$ cat src/rtl/char_console_writer.sv
// Terminal-style writer for the screen character RAM: prints an ASCII byte stream at a
// cursor, handles CR/LF, wraps lines/screen and blanks lines. Optional: CONSOLE_BACKSPACE_EN.
module char_console_writer #(
  parameter int COLS = 80,
  parameter int ROWS = 25
) (
  input  logic        CLK,
  input  logic        rst_n,
  input  logic [7:0]  in_data,
  input  logic        in_valid,
  output logic        in_ready,
  input  logic        clear_req,
  output logic [10:0] write_character_pos,
  output logic [7:0]  write_character,
  output logic        write_strobe,
  output logic [10:0] cursor_pos,
  output logic        busy,
  output logic [1:0]  state_dbg
);

  localparam int ADDR_W = 11;
  localparam int ROW_W  = (ROWS > 1) ? $clog2(ROWS) : 1;
  localparam int COL_W  = (COLS > 1) ? $clog2(COLS) : 1;

  localparam logic [ADDR_W-1:0] COLS_A    = ADDR_W'(COLS);
  localparam logic [ADDR_W-1:0] LAST_ALL  = ADDR_W'(ROWS * COLS - 1);
  localparam logic [ADDR_W-1:0] LAST_LINE = ADDR_W'(COLS - 1);
  localparam logic [COL_W-1:0]  LAST_COL  = COL_W'(COLS - 1);
  localparam logic [ROW_W-1:0]  LAST_ROW  = ROW_W'(ROWS - 1);
  localparam logic [7:0]        SPACE     = 8'h20;
  localparam logic [7:0]        LF        = 8'h0A;
  localparam logic [7:0]        CR        = 8'h0D;
`ifdef CONSOLE_BACKSPACE_EN
  localparam logic [7:0]        BS        = 8'h08;
`endif

  // Handshake: a byte transfers on a rising CLK edge where in_valid && in_ready;
  // in_ready is only high in IDLE with no clear request pending in that cycle.
  typedef enum logic [1:0] {
    IDLE       = 2'd0,
    CLEAR_LINE = 2'd1,
    CLEAR_ALL  = 2'd2
  } state_e;

  state_e              state, state_nxt;
  logic [ADDR_W-1:0]   count, count_nxt;
  logic [ROW_W-1:0]    row, row_nxt;
  logic [COL_W-1:0]    col, col_nxt;
  logic                clear_pend, pend_nxt;
  logic                strobe_nxt;
  logic [ADDR_W-1:0]   wpos_nxt, cursor_nxt;
  logic [7:0]          wchar_nxt;

  logic [ROW_W-1:0]    next_row;
  logic [ADDR_W-1:0]   row_base, next_base, cur_addr;

  assign next_row  = (row == LAST_ROW) ? '0 : row + ROW_W'(1);
  assign row_base  = ADDR_W'(row) * COLS_A;
  assign next_base = ADDR_W'(next_row) * COLS_A;
  assign cur_addr  = row_base + ADDR_W'(col);

  assign in_ready  = (state == IDLE) && !clear_req;
  assign state_dbg = state;

  always_comb begin
    state_nxt  = state;
    count_nxt  = count;
    row_nxt    = row;
    col_nxt    = col;
    pend_nxt   = clear_pend;
    strobe_nxt = 1'b0;
    wpos_nxt   = write_character_pos;
    wchar_nxt  = write_character;
    cursor_nxt = cursor_pos;

    case (state)
      CLEAR_ALL: begin
        strobe_nxt = 1'b1;
        wpos_nxt   = count;
        wchar_nxt  = SPACE;
        if (count == LAST_ALL) begin
          state_nxt = IDLE;
          count_nxt = '0;
        end else begin
          count_nxt = count + ADDR_W'(1);
        end
      end

      CLEAR_LINE: begin
        strobe_nxt = 1'b1;
        wpos_nxt   = row_base + count;
        wchar_nxt  = SPACE;
        cursor_nxt = row_base;
        if (clear_req) pend_nxt = 1'b1;
        if (count == LAST_LINE) begin
          count_nxt = '0;
          // A clear request seen during the line (including its last cycle) chains into a full clear.
          if (clear_pend || clear_req) begin
            state_nxt  = CLEAR_ALL;
            pend_nxt   = 1'b0;
            row_nxt    = '0;
            col_nxt    = '0;
            cursor_nxt = '0;
          end else begin
            state_nxt = IDLE;
          end
        end else begin
          count_nxt = count + ADDR_W'(1);
        end
      end

      IDLE: begin
        if (clear_req) begin
          state_nxt  = CLEAR_ALL;
          count_nxt  = '0;
          row_nxt    = '0;
          col_nxt    = '0;
          cursor_nxt = '0;
        end else if (in_valid) begin
          if (in_data >= 8'h20 && in_data <= 8'h7E) begin
            strobe_nxt = 1'b1;
            wpos_nxt   = cur_addr;
            wchar_nxt  = in_data;
            if (col == LAST_COL) begin
              col_nxt    = '0;
              row_nxt    = next_row;
              state_nxt  = CLEAR_LINE;
              count_nxt  = '0;
              cursor_nxt = next_base;
            end else begin
              col_nxt    = col + COL_W'(1);
              cursor_nxt = cur_addr + ADDR_W'(1);
            end
          end else if (in_data == LF) begin
            col_nxt    = '0;
            row_nxt    = next_row;
            state_nxt  = CLEAR_LINE;
            count_nxt  = '0;
            cursor_nxt = next_base;
          end else if (in_data == CR) begin
            col_nxt    = '0;
            cursor_nxt = row_base;
          end
`ifdef CONSOLE_BACKSPACE_EN
          else if (in_data == BS && col != '0) begin
            col_nxt    = col - COL_W'(1);
            strobe_nxt = 1'b1;
            wpos_nxt   = cur_addr - ADDR_W'(1);
            wchar_nxt  = SPACE;
            cursor_nxt = cur_addr - ADDR_W'(1);
          end
`endif
        end
      end

      default: begin
        state_nxt = CLEAR_ALL;
        count_nxt = '0;
      end
    endcase
  end

  always_ff @(posedge CLK or negedge rst_n) begin
    if (!rst_n) begin
      state               <= CLEAR_ALL;
      count               <= '0;
      row                 <= '0;
      col                 <= '0;
      clear_pend          <= 1'b0;
      write_strobe        <= 1'b0;
      write_character_pos <= '0;
      write_character     <= SPACE;
      cursor_pos          <= '0;
      busy                <= 1'b1;
    end else begin
      state               <= state_nxt;
      count               <= count_nxt;
      row                 <= row_nxt;
      col                 <= col_nxt;
      clear_pend          <= pend_nxt;
      write_strobe        <= strobe_nxt;
      write_character_pos <= wpos_nxt;
      write_character     <= wchar_nxt;
      cursor_pos          <= cursor_nxt;
      busy                <= (state_nxt != IDLE);
    end
  end

endmodule
$ cat config.mk
export PLATFORM = sky130hd
export DESIGN_NAME = char_console_writer
export DESIGN_NICKNAME = d
export VERILOG_FILES = /design/src/rtl/char_console_writer.sv
export SDC_FILE = /design/constraint.sdc
export NUM_CORES = 1
export LEC_CHECK = 0
export ABC_AREA = 1
export CAP_MARGIN = 20
export CORE_UTILIZATION = 57
export CTS_CLUSTER_SIZE = 12
export DETAILED_ROUTE_END_ITERATION = 6
export PLACE_DENSITY_LB_ADDON = 0.15
export SETUP_SLACK_MARGIN = 0.2
export SKIP_LAST_GASP = 1
export SLEW_MARGIN = 20
export SYNTH_ARGS = -nofsm -noshare
export SYNTH_HDL_FRONTEND = slang
export SYNTH_SLANG_ARGS = --single-unit
export TNS_END_PERCENT = 30
$ cat constraint.sdc
create_clock -name CLK -period 3.6 [get_ports CLK]
set_input_delay 0.36 -clock CLK [delete_from_list [all_inputs] [get_ports CLK]]
set_output_delay 0.36 -clock CLK [all_outputs]
set_load 0.005 [all_outputs]
== Word-level counts from Yosys, hierarchy flattened ==
Cells that the tools add are included.
Word-level totals
  word-level logic and storage cells: 112
  register bits: 58
  bits of input ports: 12
Operators by class
  magnitude comparators: 2
  multiply operators: 2
  add/subtract/negate cells: 6
  reductions and logical operators: 16
  eq/ne operators: 17
  multiplexer cells: 59
Operator list (number)
  2-to-1 mux 11 bit: 18
  case mux 11 bit (3 select lines): 2
  2-to-1 mux 7 bit: 8
  2-to-1 mux 5 bit: 8
  2-to-1 mux 8 bit: 3
  adder 11 x 1 -> 11 bit, second input constant: 2
  case mux 11 bit (2 select lines): 1
  equality test 8 x 4 -> 1 bit, second input constant: 2
  2-to-1 mux 2 bit: 8
  case mux 8 bit (2 select lines): 1
  multiplier 5 x 3 -> 7 bit, second input constant: 2
  case mux 7 bit (2 select lines): 1
  adder 11 bit: 1
  adder 11 x 7 -> 11 bit: 1
  equality test 11 bit, second input constant: 1
  equality test 11 x 7 -> 1 bit, second input constant: 1
  case mux 5 bit (2 select lines): 1
  >= comparator 8 x 6 -> 1 bit, second input constant: 1
  less-or-equal comparator 8 x 7 -> 1 bit, second input constant: 1
  inequality test 2 bit, second input constant: 4
  AND reduction 4 bit: 2
  adder 7 x 1 -> 7 bit, second input constant: 1
  equality test 7 bit, second input constant: 1
  2-to-1 mux 1 bit: 6
  other kinds (21): 25

== Depth between registers and ports, before layout ==
Gate-level depths: netlist (run 1).
  depth in word-level cells: 8
  mapped depth: 16
  mapped depth without buffers: 16

== Worst setup path before layout (run 1) ==
Ideal clock, no wire load.
  path kind: flip-flop to flip-flop
  start point: reg row[1]
  end point: reg cursor_pos[9]
  buffers on the path: 0
  arrival time: 2636 ps
  slack: 890 ps
  setup time: 74 ps
  data required time: 3526 ps
  cell stages (with the launch flop): 13
  clock period less this slack: 2710 ps
  cell sequence: dfrtp_1 > inv_1 > ha_1 > nand3_1 > o21ai_0 > a21oi_1 > ha_1 > ha_1 > fa_1 > xnor2_1 > a211oi_1 > nand2_1 > a21boi_4
On the way
  longest elaborated chain between the ends: 8
  elaborated cells between the ends (all ways): 16
  classes of those cells: add/sub: 3; mul: 2; eq/ne: 1; mux: 10
RTL lines
  start, declared: RTL line 47  | logic [ROW_W-1:0] row, row_nxt;
  start signal, assigned: RTL line 178  | row <= row_nxt;
  multiplier 5 x 3 -> 7 bit (tied with other cells): RTL line 58  | assign row_base = ADDR_W'(row) * COLS_A;
  adder 11 x 7 -> 11 bit / 2-to-1 mux 5 bit (equally long branches): RTL line 60, 57
  adder 11 x 1 -> 11 bit / multiplier 5 x 3 -> 7 bit (equally long branches): RTL line 132, 59
  2-to-1 mux 11 bit (on tied branches): RTL line 124, 134
  2-to-1 mux 11 bit: RTL line 120  | if (in_data >= 8'h20 && in_data <= 8'h7E) begin
  2-to-1 mux 11 bit: RTL line 119  | end else if (in_valid) begin
  2-to-1 mux 11 bit: RTL line 113  | if (clear_req) begin
  case mux 11 bit (2 select lines) (*): RTL line 76  | case (state)
  end signal, assigned: RTL line 184  | cursor_pos <= cursor_nxt;
  end, declared: RTL line 16  | output logic [10:0] cursor_pos,
Mark *: on every way between the ends. The rest lies on a longest branch, timed or not. The select of a mux whose other input is x is not followed.
A chain may end at the register's enable or synchronous reset.

== Final worst setup path (run 1) ==
Same ends and word-level chain as after synthesis.

==> results.sh, run 1 <==
export IMPL_io_buffers=46
export IMPL_first_pass_iters=5
export IMPL_p_switching_w=0.00133
export IMPL_whs_ns=0.0833
export IMPL_drive_above_1_share=0.116
export IMPL_place_congestion=1.06
export IMPL_synth_top_area_frac=0.321
export IMPL_numClockSinks=58
export IMPL_arrival_ns=3.31
export IMPL_grt_usage=0.301
export IMPL_diodes=0
export IMPL_grt_remaining_overflow=0
export IMPL_routedWlPerCell_um=15.3
export IMPL_wl_met3_um=547
export IMPL_layout_common_cells="nand2_1 (141), inv_1 (65), dfrtp_1 (55), nor2_1 (50), clkdlybuf4s50_1 (45)"
export IMPL_syn_to_final_growth_pct=16.1
export IMPL_avgSynthCellArea_um2=7.45
export IMPL_start_util=0.591
export IMPL_p_seq_frac=0.312
export IMPL_synth_area_leaders="dfrtp_1 (32%), nand2_1 (12%), ha_1 (8.8%)"
export IMPL_coreArea_um2=7250
export IMPL_clock_tree_root_cell="clkbuf_8"
export IMPL_outcome="finished clean"
export IMPL_r2r_start="row[1]"
export IMPL_fin_crit_sh=0.854
export IMPL_cp_start_kind="flip-flop"
export IMPL_end_kind="flip-flop"
export IMPL_yosysWarnings=0
export IMPL_detailed_place_area_um2=4810
export IMPL_ant_nets=0
export IMPL_slew_headroom=0.487
export IMPL_syn_inst=575
export IMPL_synth_nets=621
export IMPL_fmax_ghz=0.325
export IMPL_rows=31
export IMPL_worstHoldPathType="in -> async"
export IMPL_io_pins=47
export IMPL_power_density_nw_per_um2=597
export IMPL_fin_nets=670
export IMPL_via_per_inst=5.61
export IMPL_tritoncts="yes"
export IMPL_grt_pass1_wl_um=17800
export IMPL_power_leakage_nw=2.39
export IMPL_skew_ns=0.00910
export IMPL_cts_resized_gates=0
export IMPL_synth_edf_count=0
export IMPL_synth_cell_area_um2=4280
export IMPL_p_int_w=0.00163
export IMPL_routed_wl_um=11100
export IMPL_yosysTopAreaCell="dfrtp_1"
export IMPL_layout_commonest_cell="nand2_1"
export IMPL_ys_types=46
export IMPL_crit_path_start="row[1]"
export IMPL_clock_path_buffers=2
export IMPL_hpwl_um=8450
export IMPL_synth_ff_latch_count=58
export IMPL_finalHoldViolations=0
export IMPL_hold_buffers=0
export IMPL_drt_met1_wl_um=5080
export IMPL_crit_fanout=9
export IMPL_async_flop_share=1.00
export IMPL_maxCapViolCount=0
export IMPL_drtIter0Drc=223
export IMPL_yosysSeqAreaShare=0.340
export IMPL_switching_share=0.449
export IMPL_die_y_um=88.7
export IMPL_ys_flop_type="dfrtp_1"
export IMPL_antenna_found_initial=0
export IMPL_path_class="reg -> reg"
export IMPL_top_layer_used="met4"
export IMPL_tns_ns=0
export IMPL_timing_final_max_slew_violations=0
export IMPL_cts_htree_levels=3
export IMPL_chipWidth_um=88.7
export IMPL_combinationalPowerShare=0.510
export IMPL_drc=0
export IMPL_grt_pass1_vias=3734
export IMPL_cts_clk_slew_worst_paths_ns=0.07
export IMPL_ir_drop_mv=0.485
export IMPL_grt_max_degree=34
export IMPL_n_fill_cell=631
export IMPL_clkPwrFrac=0.178
export IMPL_post_cts_buffers=0
export IMPL_setup_viol_count_final=0
export IMPL_die_area_um2=7870
export IMPL_rsz0062_at_grt="false"
export IMPL_clock_latency_ns=0.35
export IMPL_worstMarginPinSlew_ns=0.770
export IMPL_vias=4081
export IMPL_wl_met2_um=5160
export IMPL_postLayoutCellArea_um2=4970
export IMPL_cts_made_buffers=9
export IMPL_min_period_ns=3.08
export IMPL_cp_required_ns=3.83
-- worst paths after layout --
kind / to / slack [ns] / cells after the start
max: cursor_pos[9] / 0.52 / 14
min: row[2] / 0.08 / 1
max reg2reg: cursor_pos[9] / 0.52 / 14
min reg2reg: cursor_pos[3] / 0.48 / 2
max in group asynchronous: state_dbg[1] / 2.63 / 2
min in group CLK: cursor_pos[3] / 0.48 / 2
-- layout make-up --
type                    count  area (um2)  area share
repair buffers             49         478      0.0961
well taps                  99         124      0.0249
flip-flops and latches     58        1460       0.293
inverters                  71         267      0.0536
multi-input cells         435        2490       0.500
clock inverters             5        31.3     0.00629
clock buffers              11         131      0.0264
-- per-layer routing --
metal  vias to the layer above  track usage
li1                       2003            -
met1                      1925        0.402
met2                       124        0.490
met3                        29       0.0466
met4                         0        0.119
met5                         -            0
-- through the flow --
stage / util / std cells / setup slack [ns] / power (W)
2_1_floorplan: - / 575 / 0.890 / 0.00191
3_3_place_gp: 0.663 / 712 / 0.722 / 0.00241
3_5_place_dp: 0.663 / 712 / 0.558 / 0.00243
4_1_cts: 0.686 / 728 / 0.550 / 0.00297
5_1_grt: 0.686 / 728 / 0.312 / 0.00318
6_report: 0.686 / 728 / 0.524 / 0.00297
-- kinds of logic after synthesis --
family / share of synthesized area
AND/OR/NAND/NOR: 0.296
buffers and inverters: 0.0797
flip-flops: 0.340
adder cells (fa/ha/maj): 0.106
AO/OA/AOI/OAI: 0.160
XOR/XNOR: 0.0184
-- flip-flops by register name, summed over array words and instances (netlist names) --
name / cells
busy: 1
state_dbg: 2
write_strobe: 1
write_character_pos: 11
clear_pend: 1
write_character: 8
cursor_pos: 11
count: 11
row: 5
col: 7
-- cells in the mapped netlist (2+ instances only) --
library cell / instances
inv_2: 6
nor2_2: 8
buf_4: 2
clkbuf_1: 3
or2_2: 4
dfrtp_1: 55
xnor2_1: 2
buf_6: 3
nor2_4: 5
a21oi_1: 37
nor3_1: 8
nand2_2: 8
o21ai_0: 39
o22ai_1: 8
o21ai_2: 9
buf_2: 3
nand2_1: 141
nor2_1: 50
a21oi_2: 2
nand3_2: 2
xor2_1: 7
nand2_4: 3
nand3_1: 41
a221oi_1: 2
nand4_1: 5
a31oi_1: 4
dfstp_2: 3
fa_1: 4
inv_1: 65
ha_1: 30
-- power groups by stage --
stage | combinational [W] | sequential [W] | clock [W]
2_1_floorplan | 0.000987 | 0.000925 | 0
3_3_place_gp | 0.00148 | 0.000928 | 0
3_5_place_dp | 0.00150 | 0.000936 | 0
4_1_cts | 0.00151 | 0.000926 | 0.000532
5_1_grt | 0.00167 | 0.000943 | 0.000561
6_report | 0.00151 | 0.000926 | 0.000528
-- critical path: stages, from the launching register on --
cell and delay, ns:
dfrtp_1 0.57, inv_1 0.15, ha_1 0.21, nand3_1 0.13, o21ai_0 0.10, a21oi_1 0.29, ha_1 0.30, ha_1 0.22
fa_1 0.39, xnor2_1 0.21, nor2_1 0.08, nor2_1 0.11, nand2_1 0.06, nand2_1 0.10, a21boi_4 0.05
No activity file was read; power rests on OpenSTA's default activity.
==> inputs of run 2 (changes only) <==
--- a/config.mk
+++ b/config.mk
@@ -11,6 +11,7 @@
 export CTS_CLUSTER_SIZE = 12
 export DETAILED_ROUTE_END_ITERATION = 6
 export PLACE_DENSITY_LB_ADDON = 0.15
+export RECOVER_POWER = 100
 export SETUP_SLACK_MARGIN = 0.2
 export SKIP_LAST_GASP = 1
 export SLEW_MARGIN = 20
==> results.sh, run 2 (synthesis gave the netlist of run 1 again) <==
export IMPL_io_buffers=46
export IMPL_min_period_ns=3.13
export IMPL_rsz0062_at_grt="false"
export IMPL_power_density_nw_per_um2=586
export IMPL_crit_fanout=13
export IMPL_p_switching_w=0.00130
export IMPL_cts_resized_gates=0
export IMPL_place_congestion=1.06
export IMPL_syn_to_final_growth_pct=14.5
export IMPL_path_class="reg -> reg"
export IMPL_violations="capacitance limit, slew limit"
export IMPL_n_fill_cell=653
export IMPL_layout_common_cells="nand2_1 (145), inv_1 (68), dfrtp_1 (55), nor2_1 (50), o21ai_0 (46)"
export IMPL_finalHoldViolations=0
export IMPL_clock_path_buffers=2
export IMPL_worstMarginPinSlew_ns=1.84
export IMPL_worstHoldPathType="reg -> reg"
export IMPL_tritoncts="yes"
export IMPL_drc=0
export IMPL_rows=31
export IMPL_fin_nets=670
export IMPL_drtIter0Drc=243
export IMPL_fmax_ghz=0.320
export IMPL_cts_made_buffers=9
export IMPL_grt_max_degree=34
export IMPL_io_pins=47
export IMPL_register_area_um2=1460
export IMPL_tns_ns=0
export IMPL_chipWidth_um=88.7
export IMPL_grt_pass1_vias=3734
export IMPL_antenna_found_initial=0
export IMPL_slew_headroom=-0.228
export IMPL_switching_share=0.454
export IMPL_reg_largest_list="count: 11 flops, cursor_pos: 11 flops, write_character_pos: 11 flops"
export IMPL_outcome="finished, violations left"
export IMPL_timing_final_max_slew_violations=34
export IMPL_combinationalPowerShare=0.497
export IMPL_cp_start_kind="flip-flop"
export IMPL_fin_crit_sh=0.869
export IMPL_p_seq_frac=0.319
export IMPL_routed_wl_um=11100
export IMPL_arrival_ns=3.36
export IMPL_end_kind="flip-flop"
export IMPL_start_util=0.591
export IMPL_clock_tree_root_cell="clkbuf_8"
export IMPL_multi_input_area_um2=2430
export IMPL_postLayoutCellArea_um2=4900
export IMPL_clock_latency_ns=0.34
export IMPL_grt_remaining_overflow=0
export IMPL_whs_ns=0.476
export IMPL_hold_buffers=0
export IMPL_grt_usage=0.301
export IMPL_numClockSinks=58
export IMPL_ant_nets=0
export IMPL_cp_required_ns=3.83
export IMPL_r2r_slack_ns=0.47
export IMPL_grt_pass1_wl_um=17800
export IMPL_hpwl_um=8450
export IMPL_clkPwrFrac=0.183
export IMPL_vias=4087
export IMPL_skew_ns=0.00980
export IMPL_cts_htree_levels=3
export IMPL_ir_drop_mv=0.464
export IMPL_via_per_inst=5.61
export IMPL_drive_above_1_share=0.0843
export IMPL_first_pass_iters=5
export IMPL_power_leakage_nw=2.44
export IMPL_cts_clk_slew_worst_paths_ns=0.06
export IMPL_setup_viol_count_final=0
export IMPL_layout_commonest_cell="nand2_1"
export IMPL_die_y_um=88.7
export IMPL_die_area_um2=7870
export IMPL_diodes=0
export IMPL_post_cts_buffers=0
export IMPL_p_int_w=0.00157
export IMPL_maxCapViolCount=1
export IMPL_detailed_place_area_um2=4810
export IMPL_coreArea_um2=7250
export IMPL_routedWlPerCell_um=15.3
-- run 2: changes by cell type in the layout (fill, tap and decap cells not counted), moves of 2 or more --
cell / before / now
o21ai_2: 9 / 3
inv_1: 65 / 68
o21ai_0: 39 / 46
inv_2: 6 / 3
dlygate4sd3_1: 0 / 36
clkbuf_1: 2 / 5
clkdlybuf4s50_1: 45 / 9
nand2_1: 141 / 145
nand2_4: 3 / 0
buf_4: 3 / 1
-- run 2: power groups by stage --
stage	Sequential [W]	Combinational (W)	Clock (W)
2_1_floorplan	0.000925	0.000987	0
3_3_place_gp	0.000928	0.00148	0
3_5_place_dp	0.000936	0.00150	0
4_1_cts	0.000926	0.00151	0.000532
5_1_grt	0.000936	0.00159	0.000561
6_report	0.000918	0.00143	0.000527
-- run 2: final cells by class --
type	count	area share
clock inverter	5	0.00638
tap	99	0.0253
inverter	71	0.0544
clock buffer	11	0.0268
multi-input combinational	435	0.495
sequential	58	0.297
timing repair buffer	49	0.0957
-- run 2: stage by stage --
step	cells	utilization	setup WS [ns]	total power (W)
floorplan	575	-	0.890	0.00191
global placement	712	0.663	0.722	0.00241
detailed placement	712	0.663	0.558	0.00243
CTS	728	0.686	0.550	0.00297
global route	728	0.676	0.203	0.00308
finish	728	0.676	0.471	0.00287
-- run 2: final timing paths --
path	to	cells after the start	start
min in group asynchronous	row[2]	1	rst_n
max in group asynchronous	count[8]	2	rst_n
min reg2reg	cursor_pos[3]	2	cursor_pos[3]
min	cursor_pos[3]	2	cursor_pos[3]
max	col[0]	10	state_dbg[1]
max reg2reg	col[0]	10	state_dbg[1]
-- run 2: worst max-delay path, cell delays in order (launching register included) --
cell and delay (ns):
dfstp_1 0.60, inv_1 0.09, ha_1 0.19, inv_1 0.32, nor2_2 0.04, clkbuf_1 0.26
inv_1 0.37, nor2_4 0.07, o21ai_0 0.16, nand3_1 0.54, o21ai_0 0.38
-- run 2: routing by layer --
layer,global-route usage,share of wire,routed length [um],up-vias
met5,0,0,0,-
met4,0.119,0.024,263,0
met3,0.0466,0.057,633,20
met2,0.490,0.47,5230,147
met1,0.402,0.45,4990,1923
li1,-,-,-,1997
